`src/rtl/proc_datapath.sv`:
```
// Datapath for the 9-bit simple processor: IR, R0-R7, A, G, step counter and
// a one-hot shared bus. IRLINE/COUNTERLINE feed back to the control unit.

module proc_datapath_reg #(
   parameter int WIDTH = 9
) (
   input  logic             CLOCK,
   input  logic             RESETN,
   input  logic             en,
   input  logic [WIDTH-1:0] d,
   output logic [WIDTH-1:0] q
);

   always_ff @(posedge CLOCK or negedge RESETN) begin
      if (!RESETN)  q <= '0;
      else if (en)  q <= d;
   end

endmodule

module proc_datapath #(
   parameter int WIDTH = 9
) (
   input  logic             CLOCK,
   input  logic             RESETN,
   input  logic [WIDTH-1:0] DIN,
   input  logic [9:0]       MUXLINE,
   input  logic [9:0]       REGSELECTORS,
   input  logic             ADDSUB,
   input  logic             IREN,
   input  logic             COUNTERCLR,
   output logic [8:0]       IRLINE,
   output logic [1:0]       COUNTERLINE,
   output logic [WIDTH-1:0] BUS,
   output logic             MUXERR
);

   localparam int NUM_REGS = 8;

   logic [NUM_REGS-1:0][WIDTH-1:0] rf;
   logic [WIDTH-1:0]               a_q, g_q, alu, bus_or;
   logic                           mux_legal;

   genvar gi;
   generate
      for (gi = 0; gi < NUM_REGS; gi++) begin : g_rf
         proc_datapath_reg #(.WIDTH(WIDTH)) u_reg (
            .CLOCK  (CLOCK),
            .RESETN (RESETN),
            .en     (REGSELECTORS[gi]),
            .d      (BUS),
            .q      (rf[gi])
         );
      end
   endgenerate

   proc_datapath_reg #(.WIDTH(WIDTH)) u_a (
      .CLOCK  (CLOCK),
      .RESETN (RESETN),
      .en     (REGSELECTORS[8]),
      .d      (BUS),
      .q      (a_q)
   );

   // G sees the pre-edge A, so a same-cycle A load does not affect the result.
   assign alu = ADDSUB ? (a_q - BUS) : (a_q + BUS);

   proc_datapath_reg #(.WIDTH(WIDTH)) u_g (
      .CLOCK  (CLOCK),
      .RESETN (RESETN),
      .en     (REGSELECTORS[9]),
      .d      (alu),
      .q      (g_q)
   );

   // Exactly one select bit set; anything else drives zero onto the bus.
   assign mux_legal = (MUXLINE != 10'd0) && ((MUXLINE & (MUXLINE - 10'd1)) == 10'd0);

   always_comb begin
      bus_or = '0;
      for (int i = 0; i < NUM_REGS; i++)
         if (MUXLINE[i]) bus_or = bus_or | rf[i];
      if (MUXLINE[8]) bus_or = bus_or | g_q;
      if (MUXLINE[9]) bus_or = bus_or | DIN;
   end

   assign BUS = mux_legal ? bus_or : '0;

   always_ff @(posedge CLOCK or negedge RESETN) begin
      if (!RESETN) begin
         IRLINE      <= '0;
         COUNTERLINE <= '0;
         MUXERR      <= 1'b0;
      end else begin
         if (IREN) IRLINE <= DIN[8:0];
         COUNTERLINE <= COUNTERCLR ? 2'd0 : COUNTERLINE + 2'd1;
         if (!mux_legal) MUXERR <= 1'b1;
      end
   end

endmodule

```
`config.mk`:
```
export PLATFORM = sky130hd
export DESIGN_NAME = proc_datapath
export DESIGN_NICKNAME = d
export VERILOG_FILES = /design/src/rtl/proc_datapath.sv
export SDC_FILE = /design/constraint.sdc
export NUM_CORES = 1
export LEC_CHECK = 0
export ABC_CLOCK_PERIOD_IN_PS = 3700
export BUFFER_PORTS_ARGS = -buffer_cell sky130_fd_sc_hd__buf_2
export CAP_MARGIN = 0
export CORE_AREA = 2 2 95 97
export DETAILED_ROUTE_END_ITERATION = 8
export DIE_AREA = 0 0 97 99
export GPL_TIMING_DRIVEN = 0
export PLACE_DENSITY = 0.79
export SLEW_MARGIN = 10
export SYNTH_ARGS = -nofsm -noshare
export SYNTH_HDL_FRONTEND = slang
export SYNTH_SLANG_ARGS = --single-unit
```
`constraint.sdc`:
```
create_clock -name CLOCK -period 3.7 [get_ports CLOCK]
set_input_delay 0.185 -clock CLOCK [delete_from_list [all_inputs] [get_ports CLOCK]]
set_output_delay 0.185 -clock CLOCK [all_outputs]
set_load 0.05 [all_outputs]
```
Yosys cells after proc, flatten, opt, wreduce, memory -nomap -nowiden
Cells that the tools add are included.
- flip-flop bits (word level): 102
- input bits: 34
- output and inout port bits: 21
- logic and storage cells: 43
- add/sub/neg operators: 4
- mux-type cells: 13
- bitwise logic cells: 10
- reductions and logical operators: 3
- operators with widths (cell ; number):
    9-bit two-way mux ; 12
    9-bit bitwise OR ; 9
    10-bit bitwise AND ; 1
    10-bit zero test ; 1
    10-bit nonzero test ; 1
    10-bit by 1-bit subtractor with 10-bit output (second input constant) ; 1
    9-bit adder ; 1
    9-bit subtractor ; 1
    2-bit by 1-bit adder with 2-bit output (second input constant) ; 1
    2-bit two-way mux ; 1
    1-bit logical AND ; 1

Logic depth before layout (Yosys ltp)
- depth after elaboration: 22
- depth in mapped cells: 20
- gate-level depth less buffers: 17

Modules after synthesis
A second synthesis with hierarchy kept.
- cells, all modules: 379
- area, all modules: 5383.9 um^2
- modules (own cells, without submodules) (module ; instances ; cells each ; area an instance (um^2) ; seq. area each (um^2)):
    proc_datapath_reg ; 10 ; 19 ; 371.6 ; 225.2
    proc_datapath ; 1 ; 189 ; 1667.8 ; 300.3

Worst setup path after synthesis
OpenSTA, ideal clock, no wires.
- kind: input port to flip-flop
- from: input MUXLINE[1]
- to: register u_g.q[8]
- setup time: 0.125 ns
- arrival: 4.140 ns
- data required time: 3.575 ns
- setup slack: -0.565 ns
- stages: 19
- path buffers: 3
- cell sequence: or4_1 > clkbuf_2 > nor4_1 > nor4_1 > a21oi_2 > buf_6 > and2_1 > buf_2 > inv_1 > ha_1 > mux2i_1 > fa_1 > a21o_1 > a41oi_1 > o21ai_0 > o31a_1 > xnor3_1 > xnor2_1 > mux2_2
- word-level cells in the longest chain between the ends: 20
- elaborated cells between the ends (all ways): 26
- classes of those cells: add/sub (3); mux (11); bitwise (9); reduce/logical (3)
- RTL lines (item ; line ; source):
    start: declaration ; 27 ; input logic [9:0] MUXLINE,
    9-bit two-way mux ; 82 ; if (MUXLINE[i]) bus_or = bus_or | rf[i];
    9-bit bitwise OR ; 82 ;
    9-bit two-way mux ; 82 ;
    9-bit bitwise OR ; 82 ;
    9-bit two-way mux ; 82 ;
    9-bit bitwise OR ; 82 ;
    9-bit two-way mux ; 82 ;
    9-bit bitwise OR ; 82 ;
    [5 not listed] ; - ;
    9-bit bitwise OR ; 83 ; if (MUXLINE[8]) bus_or = bus_or | g_q;
    9-bit two-way mux ; 83 ;
    9-bit bitwise OR ; 84 ; if (MUXLINE[9]) bus_or = bus_or | DIN;
    9-bit two-way mux ; 84 ;
    9-bit two-way mux (*) ; 87 ; assign BUS = mux_legal ? bus_or : '0;
    via BUS[1] ; 34 ; output logic [WIDTH-1:0] BUS,
    9-bit adder / 9-bit subtractor (equally long branches) ; 66 ; assign alu = ADDSUB ? (a_q - BUS) : (a_q + BUS);
    9-bit two-way mux (*) ; 66 ;
    end signal: assignment ; 15 ; if (!RESETN) q <= '0;
    end signal: assignment ; 16 ; else if (en) q <= d;
    end: declaration ; 11 ; output logic [WIDTH-1:0] q
The timed path passes the listed nets; every way through them passes the cells marked *.
A chain may end at the register's enable or synchronous reset.

Final worst setup path
- from: input MUXLINE[1]
- to: register u_g.q[8]
- word-level cells in the longest chain between the ends: 20
- elaborated cells between the ends (all ways): 26
- classes of those cells: add/sub (3); mux (11); bitwise (9); reduce/logical (3)
- RTL lines (item ; line):
    9-bit two-way mux ; 82
    9-bit bitwise OR ; 82
    9-bit two-way mux ; 82
    9-bit bitwise OR ; 82
    9-bit two-way mux ; 82
    9-bit bitwise OR ; 82
    9-bit two-way mux ; 82
    9-bit bitwise OR ; 82
    [4 not listed] ; -
    9-bit two-way mux ; 82
    9-bit bitwise OR ; 83
    9-bit two-way mux ; 83
    9-bit bitwise OR ; 84
    9-bit two-way mux ; 84
    9-bit two-way mux (*) ; 87
    9-bit adder / 9-bit subtractor (equally long branches) ; 66
    9-bit two-way mux (*) ; 66
Every way passes the cells marked *; elsewhere a longest branch is shown, timed or not.

==> results.cfg <==
[grt]
antenna_found_initial = 0
grt_pass1_vias = 3796
grt_pass1_wl_um = 19400
grt-ovfl-total = 0
grt_max_degree = 59
grt_usage = 0.2609

[yosys]
synth_common_cells = dfrtp_1, mux2_2, a22oi_1, buf_2, inv_1
syn_area_um2 = 4974
yosysMostFrequentCell = dfrtp_1
syn_nets = 437
async_flop_share = 1.000
synth_largest_area_cell = dfrtp_1
seq_area_frac_synth = 0.5132
yosysWarnings = 0
syn-mean-instance-area_um2 = 12.66
synth_top_area_frac = 0.5132
yosys.cell_types.count = 47
ys_ff_latch = 102
synthesis.instances = 393
synth_edf_count = 0
synthFlopType = dfrtp_1
synthTopCellsByArea = dfrtp_1, mux2_2, a22oi_1

[setup_path]
crit_fanout = 5
cp.depth = 19
crit_required_ps = 3960
crit_path_end_kind = flip-flop
path_cells = buf_6 > or4_4 > buf_12 > nor4_4 > nor4_4 > a21oi_2 > buf_6 > and2_4 > inv_4 > ha_4 > mux2i_4 > fa_2 > a21o_1 > a41oi_2 > o21ai_2 > o31a_1 > xnor3_1 > xnor2_1 > mux2_4
critPathKind = input port to flip-flop
crit_arrival_ps = 3950
cp_top_family = simple AND/OR/NAND/NOR gates
critical-path-max-stage-delay_ps = 590
slowest_stage = or4_4
reg2regPathDepth = 16
cp_num_buf_inv = 4
start_kind = input port

[min_path]
min_path_cells = 2
hold_path.class = input port to flip-flop

[timing]
finalHoldViolations = 0
worstMarginPinSlew_ps = 716.1
tns_ps = 0
final-setup-viol-count = 0
worst_slew_margin_rel = 0.5226
clock.fmax_mhz = 271.0
clock_skew_ps = 10.82
grt_setup_unrepaired = true
min_period_ps = 3691
fin_hold_ws_ps = 62.62
slew_viol_final = 0
fin_crit_sh = 0.9974

[floorplan]
io_pins = 55
die_h_um = 99
die_width_um = 97
std_cell_rows = 34
die_area_um2 = 9603
core_um2 = 8551
initial_core_util = 0.5817

[drt]
drt_iter0_markers = 185
drt-total-wl_um = 12230
wire_per_inst_um = 21.27
drc = 0
drtPass1Iterations = 4
drtAntennaViolNets = 0
via_count = 3599
routed_via_density = 6.259

[clock_tree]
numCtsBuffers = 9
clkTransAtPathRegs_ps = 100
insertion_delay_ps = 370
cts-root-buf = clkbuf_8
ctsLongestPathBuffers = 2
cts_tree = done
htreeDepth = 3
clkSinkCount = 102

[cells_and_area]
drive_above_1_share = 0.4475
diodes = 0
final_nets = 506
areaGrowthSynthToFinish_pct = 18.62
nFillCells = 629
final-seq-area_um2 = 2552
multi_input_area_um2 = 2369

[power_and_ir_drop]
cellPowerDensity_nw_per_um2 = 375.2
peakVddDrop_mv = 0.2508
p_leak_uw = 0.002831

[place]
place.gp.congestion = 0.8330
port_buffers = 42
hpwl_um = 8408

[job]
cap_violations = 0

[outcome]
status = finished, final reports clean
-- registers in the layout, summed over array words and instances (netlist names) --
| signal | cells |
|---|---|
| MUXERR | 1 |
| IRLINE | 9 |
| g_rf.u_reg.q | 72 |
| COUNTERLINE | 2 |
| u_g.q | 9 |
| u_a.q | 9 |
-- report_power, final --
group,internal [uW],total [uW],switching [uW]
clock network,398,820,421
logic,84.3,250,166
registers,1130,1140,10.5
-- cells by family (layout without fill, tap and decap cells) --
| kind of cell | count (synthesis) | after routing | share of synthesized area |
|---|---|---|---|
| flops | 102 | 102 | 0.5132 |
| compound gates | 76 | 76 | 0.1162 |
| mux | 97 | 97 | 0.2191 |
| simple gates | 47 | 47 | 0.05736 |
| buf+inv | 48 | 122 | 0.04151 |
| xor+xnor | 12 | 12 | 0.02390 |
| fa+ha+maj | 11 | 11 | 0.02868 |
-- cell usage in the layout (no fill, tap or decap), types with 2 or more instances in the layout --
cell type / n
a21oi_1: 6
a21oi_2: 3
a221oi_1: 10
a22o_1: 11
a22oi_1: 23
a31oi_1: 3
and2_1: 2
and2_4: 2
and3_1: 3
buf_1: 11
buf_2: 50
buf_4: 17
buf_6: 3
bufinv_16: 2
clkbuf_1: 7
clkbuf_8: 9
dfrtp_1: 102
dlygate4sd3_1: 2
ha_1: 8
inv_1: 12
inv_4: 2
inv_8: 2
mux2_2: 94
nand2_1: 5
nand2b_1: 3
nand4_1: 6
nor2_1: 6
nor2b_1: 3
nor4_4: 5
o21ai_0: 4
o21ai_1: 3
o31a_1: 2
or4b_4: 4
xnor2_1: 10
-- final cells by class --
| class | count | area share |
|---|---|---|
| Tap cell | 108 | 0.02291 |
| Buffer | 31 | 0.02397 |
| Inverter | 14 | 0.009756 |
| Clock buffer | 9 | 0.02100 |
| Sequential cell | 102 | 0.4327 |
| Timing Repair Buffer | 61 | 0.06872 |
| Multi-Input combinational cell | 243 | 0.4015 |
| Clock inverter | 7 | 0.01951 |
-- worst paths after layout --
path	startpoint	endpoint	slack, ps
hold reg to reg	MUXERR	MUXERR	470
max in group asynchronous	RESETN	g_rf[6].u_reg.q[5]	2660
setup / recovery	MUXLINE[1]	u_g.q[8]	9
setup reg to reg	g_rf[1].u_reg.q[0]	u_g.q[8]	110
min in group asynchronous	RESETN	u_g.q[4]	360
hold / removal	DIN[8]	IRLINE[8]	60
-- metal layers --
metal,routed length (um),GRT usage
met5,0,0
met4,314,0.1018
met3,880,0.04752
met2,6261,0.4338
met1,4776,0.3437
-- repair_timing --
item,in CTS,in global routing
buffers inserted,6,10
setup endpoints to repair,3,3
hold buffers,2,0
pin swaps,12,13
resized for setup,6,10
endpoints found under the hold margin,46,0
-- metrics by stage --
stage	area [um^2]	std cells	utilization	power [uW]	setup WS, ps
floorplan	5134	393	-	1311	-256.7
global placement	5479	543	0.6408	1396	-593.8
detailed placement	5509	544	0.6443	1405	-672.9
CTS	5778	565	0.6757	2220	1.728
global route	5899	575	0.6899	2290	-114.9
finish	5899	575	0.6899	2213	9.444
Power figures use the tool's default switching activity.
